### config.mk
export PLATFORM = sky130hd
export DESIGN_NAME = alu_sequencer
export DESIGN_NICKNAME = d
export VERILOG_FILES = /design/src/rtl/alu_sequencer.sv
export SDC_FILE = /design/constraint.sdc
export NUM_CORES = 1
export LEC_CHECK = 0
export ABC_AREA = 0
export CAP_MARGIN = 10
export CORE_ASPECT_RATIO = 0.9
export CORE_MARGIN = 2
export CORE_UTILIZATION = 48
export CTS_CLUSTER_SIZE = 12
export DETAILED_ROUTE_END_ITERATION = 12
export GPL_TIMING_DRIVEN = 0
export PLACE_DENSITY = 0.84
export SLEW_MARGIN = 20
export SYNTH_ARGS = -nofsm -noshare
export SYNTH_HDL_FRONTEND = slang
export SYNTH_SLANG_ARGS = --single-unit
export TNS_END_PERCENT = 50
### constraint.sdc
create_clock -name clk -period 4.79 [get_ports clk]
set_clock_uncertainty 0.05 [all_clocks]
set_input_delay 0.7185 -clock clk [delete_from_list [all_inputs] [get_ports clk]]
set_output_delay 0.7185 -clock clk [all_outputs]
set_load 0.1 [all_outputs]
### src/rtl/alu_sequencer.sv
// Issue/writeback sequencer for the simpleCPU ALU: accepts one instruction in IDLE, 1 cycle for
// local ops, 4 cycles for ALU ops; instr_ready drops whenever an op is in flight or the core is halted.
module alu_sequencer #(
  parameter int WIDTH = 8,
  parameter int CNT_W = 16
) (
  input  logic             clk,
  input  logic             reset,
  input  logic             instr_valid,
  output logic             instr_ready,
  input  logic [2:0]       instr_op,
  input  logic [WIDTH-1:0] instr_operand,
  input  logic             resume,
  output logic [1:0]       alu_opcode,
  output logic [WIDTH-1:0] alu_data,
  output logic [WIDTH-1:0] alu_accum,
  output logic             alu_clk,
  input  logic [WIDTH-1:0] alu_out,
  input  logic             alu_zero,
  output logic [WIDTH-1:0] accum,
  output logic             result_valid,
  output logic             halted,
  output logic             illegal,
  output logic [CNT_W-1:0] retired_cnt
);

  typedef enum logic [2:0] {
    S_IDLE   = 3'd0,
    S_ISSUE  = 3'd1,
    S_WAIT   = 3'd2,
    S_WB     = 3'd3,
    S_HALTED = 3'd4
  } state_t;

  localparam logic [2:0] OP_NOP = 3'b000;
  localparam logic [2:0] OP_LDA = 3'b001;
  localparam logic [2:0] OP_ADD = 3'b010;
  localparam logic [2:0] OP_INC = 3'b011;
  localparam logic [2:0] OP_DEC = 3'b100;
  localparam logic [2:0] OP_SKZ = 3'b101;
  localparam logic [2:0] OP_HLT = 3'b110;
  localparam logic [2:0] OP_ILL = 3'b111;

  state_t state;
  logic   skip_pending;
  logic   accept;

  assign instr_ready = (state == S_IDLE);
  assign alu_accum   = accum;
  assign accept      = instr_valid && instr_ready;

  always_ff @(posedge clk or negedge reset) begin
    if (!reset) begin
      state        <= S_IDLE;
      accum        <= '0;
      alu_opcode   <= 2'b00;
      alu_data     <= '0;
      alu_clk      <= 1'b0;
      result_valid <= 1'b0;
      halted       <= 1'b0;
      illegal      <= 1'b0;
      retired_cnt  <= '0;
      skip_pending <= 1'b0;
    end else begin
      result_valid <= 1'b0;
      case (state)
        S_IDLE: begin
          if (accept) begin
            // A pending skip swallows whatever arrives next, HLT included.
            if (skip_pending) begin
              skip_pending <= 1'b0;
              retired_cnt  <= retired_cnt + CNT_W'(1);
            end else begin
              case (instr_op)
                OP_LDA: begin
                  accum        <= instr_operand;
                  result_valid <= 1'b1;
                  retired_cnt  <= retired_cnt + CNT_W'(1);
                end
                OP_ADD: begin
                  alu_opcode <= 2'b11;
                  alu_data   <= instr_operand;
                  alu_clk    <= 1'b1;
                  state      <= S_ISSUE;
                end
                OP_INC, OP_DEC: begin
                  alu_opcode <= (instr_op == OP_INC) ? 2'b01 : 2'b10;
                  alu_data   <= '0;
                  alu_clk    <= 1'b1;
                  state      <= S_ISSUE;
                end
                OP_SKZ: begin
                  skip_pending <= alu_zero;
                  retired_cnt  <= retired_cnt + CNT_W'(1);
                end
                OP_HLT: begin
                  halted <= 1'b1;
                  state  <= S_HALTED;
                end
                OP_ILL: begin
                  illegal     <= 1'b1;
                  retired_cnt <= retired_cnt + CNT_W'(1);
                end
                default: begin
                  retired_cnt <= retired_cnt + CNT_W'(1);
                end
              endcase
            end
          end
        end
        // alu_clk was raised on accept, so it is high for exactly the ISSUE cycle.
        S_ISSUE: begin
          alu_clk <= 1'b0;
          state   <= S_WAIT;
        end
        S_WAIT: begin
          state <= S_WB;
        end
        S_WB: begin
          accum        <= alu_out;
          result_valid <= 1'b1;
          retired_cnt  <= retired_cnt + CNT_W'(1);
          state        <= S_IDLE;
        end
        S_HALTED: begin
          if (resume) begin
            halted <= 1'b0;
            state  <= S_IDLE;
          end
        end
        default: begin
          state <= S_IDLE;
        end
      endcase
    end
  end

endmodule

==> out/results.txt <==
CTS clk-pin slew, worst paths: 0.08 ns
Mapped cell area: 2023 µm²
Port Buffers: 69
WL/cell: 14.42 µm
Area Overhead vs Synth: 42.73%
Nets: 299
Setup-failing EPs final: 0
DRT antenna net count: 0
Sum Neg Setup Slack: 0 ns
R2r startpoint: state[0]
Rows: 22
RSZ-0062 raised after global routing: no
CTS Root Cell: clkbuf_8
Post-cts resize count: 0
Synth top area cells: dfrtp_1 52%, xor2_1 4.8%, nand2_1 4.3%
Asr flop ratio synth: 100.0%
CP max FO: 7
# Max-Cap Violations: 0
Die area: 4751 µm²
Setup WS pre-CTS: 1.807 ns
Yosys top cell by area: dfrtp_1
Crit Reg-Reg Endpoint: accum[6]
Vias: 1,739
Flop and latch count out of synthesis: 42
Overall Global Routing Usage: 20.70%
Final Util: 70.88%
Tmin final: 3.327 ns
Post-synth EDFFs: 0
Crit path launch type: flop
Final slew viol count: 0
CP Capture Type: output pin
Worst R2R Path Depth: 5
Top-area cell type share of the netlist area: 51.95%
Fin crit share: 69.45%
Fmax achieved: 300.6 MHz
Initial antenna violation count: 0
CTS max path bufs: 2
Worst slew margin: 33.67%
Final instance area: 2888 µm²
Drt pass-1 iters: 4
Hold_buf cts: 0
Final HPWL DP: 3390 µm
TritonCTS clock tree: built
Fill cells: 302
Starting Density: 49.66%
Layout cell share with drive strength beyond 1: 10.55%
CTS Buf Count: 5
Clock net sink count: 42
Die Span Y: 65.59 µm
Postcts setup bufs: 0
Warnings from Yosys: 0
HP Class: input port to async pin
Status: finished, final reports clean
PnR worst setup slack: 1.463 ns
DRC: 0
Global-route wire length before repair: 7431 µm
Vias/cell: 5.384
Arr. time, crit path: 2.56 ns
Core area: 4074 µm²
Syn Area/Cell: 10.27 µm²
Die width: 72.44 µm
Worst-margin pin slew: 0.9918 ns
R2r setup slk: 2.60 ns
Gpl congestion: 0.7614
Clk_lat worst skew: 0.29 ns
Synth Instances: 197
Crit Path Category: flop to output pin
Largest net degree at the start of global routing: 25
Starting DRT DRC Count: 147
Final hold violation count: 0
Gr ovfl total: 0
CTS H-Tree Depth: 2
Num ports: 71
Synth unique cells: 39
Sequential fraction of the synthesis area: 51.95%
Total Wirelength: 4658 µm
N_diodes: 0
Vias in the first global route: 1,592
Syn Nets: 222
Ys flop type: dfrtp_1
Post-DP Area: 2796 µm²
Crit path required time: 4.02 ns
==> layout by cell type (no fill, tap or decap), types with 2 or more instances in the layout <==
cell	netlist	layout
a21oi_1	12	12
buf_2	1	2
clkdlybuf4s50_1	0	68
mux2i_1	8	8
xor2_1	11	11
buf_4	9	9
xnor2_1	5	5
nand4_1	2	2
nor3_1	2	2
inv_1	9	9
nor3b_1	2	2
nand3_1	6	6
nor4_1	6	6
nor2_1	19	19
nor3_2	3	3
o21ai_0	10	10
dfrtp_1	42	42
nand2_1	23	23
clkbuf_8	0	6
nand2b_1	2	2
nor2b_1	3	3
clkbuf_1	3	4
==> critical path, stage by stage (launching register included) <==
cell	delay (ns)
dfrtp_1	0.45
or3_1	0.47
inv_1	0.17
clkdlybuf4s50_1	1.16
==> how the worst max path moves through the flow <==
stage	start	to	cells after the start
2_1_floorplan	state[0]	retired_cnt[1]	5
3_3_place_gp	state[0]	instr_ready	3
3_5_place_dp	state[0]	instr_ready	3
4_1_cts	state[0]	instr_ready	3
5_1_grt	state[0]	instr_ready	3
6_report	state[0]	instr_ready	3
==> state kept, by name, summed over array words and instances, names as in the netlist <==
register,cells
alu_opcode,2
result_valid,1
halted,1
alu_clk,1
illegal,1
skip_pending,1
accum,8
alu_data,8
retired_cnt,16
state,3
==> Yosys cell counts, types with 2 or more instances <==
master,number
nand2_1,23
inv_1,9
nand4_1,2
o21ai_0,10
nor2b_1,3
nor3_1,2
buf_4,9
xor2_1,11
xnor2_1,5
mux2i_1,8
nor2_1,19
nand2b_1,2
dfrtp_1,42
a21oi_1,12
nor4_1,6
clkbuf_1,3
nand3_1,6
nor3_2,3
nor3b_1,2
==> final cells by class <==
class	instances	area, µm²	share of cell area, %
plain buffers	14	95.09	3.293
clock buffers	7	86.33	2.990
clock inverters	1	5.005	0.1733
inverters	9	33.78	1.170
multi-input cells	132	843.3	29.20
flip-flops and latches	42	1051	36.40
well taps	48	60.06	2.080
repair buffers	70	713.2	24.70
==> layer usage <==
layer / share of wire (%) / GRT usage, % / vias to the layer above
li1: - / - / 835
met1: 44 / 25.84 / 818
met2: 46 / 33.26 / 77
met3: 8.4 / 7.515 / 9
met4: 1.7 / 7.176 / 0
met5: 0 / 0 / -
==> kinds of logic (layout without fill, tap and decap cells) <==
family / count (synthesis) / count (layout) / synth area share (%)
xor+xnor: 16 / 16 / 6.926
mux: 9 / 9 / 4.515
compound gates: 33 / 33 / 11.07
fa+ha+maj: 1 / 1 / 0.6183
flops: 42 / 42 / 51.95
simple gates: 73 / 73 / 18.55
buf+inv: 23 / 101 / 6.369
==> stage by stage <==
step,hold WS [ns],cells
finish,0.3193,323
global route,0.3373,323
CTS,0.3311,323
detailed placement,0.4216,315
global placement,0.3991,314
floorplan,0.3729,197
Power is left out: the tool's default activity adds up to more than one toggle a clock period on the data nets, which glitch-free logic cannot reach.
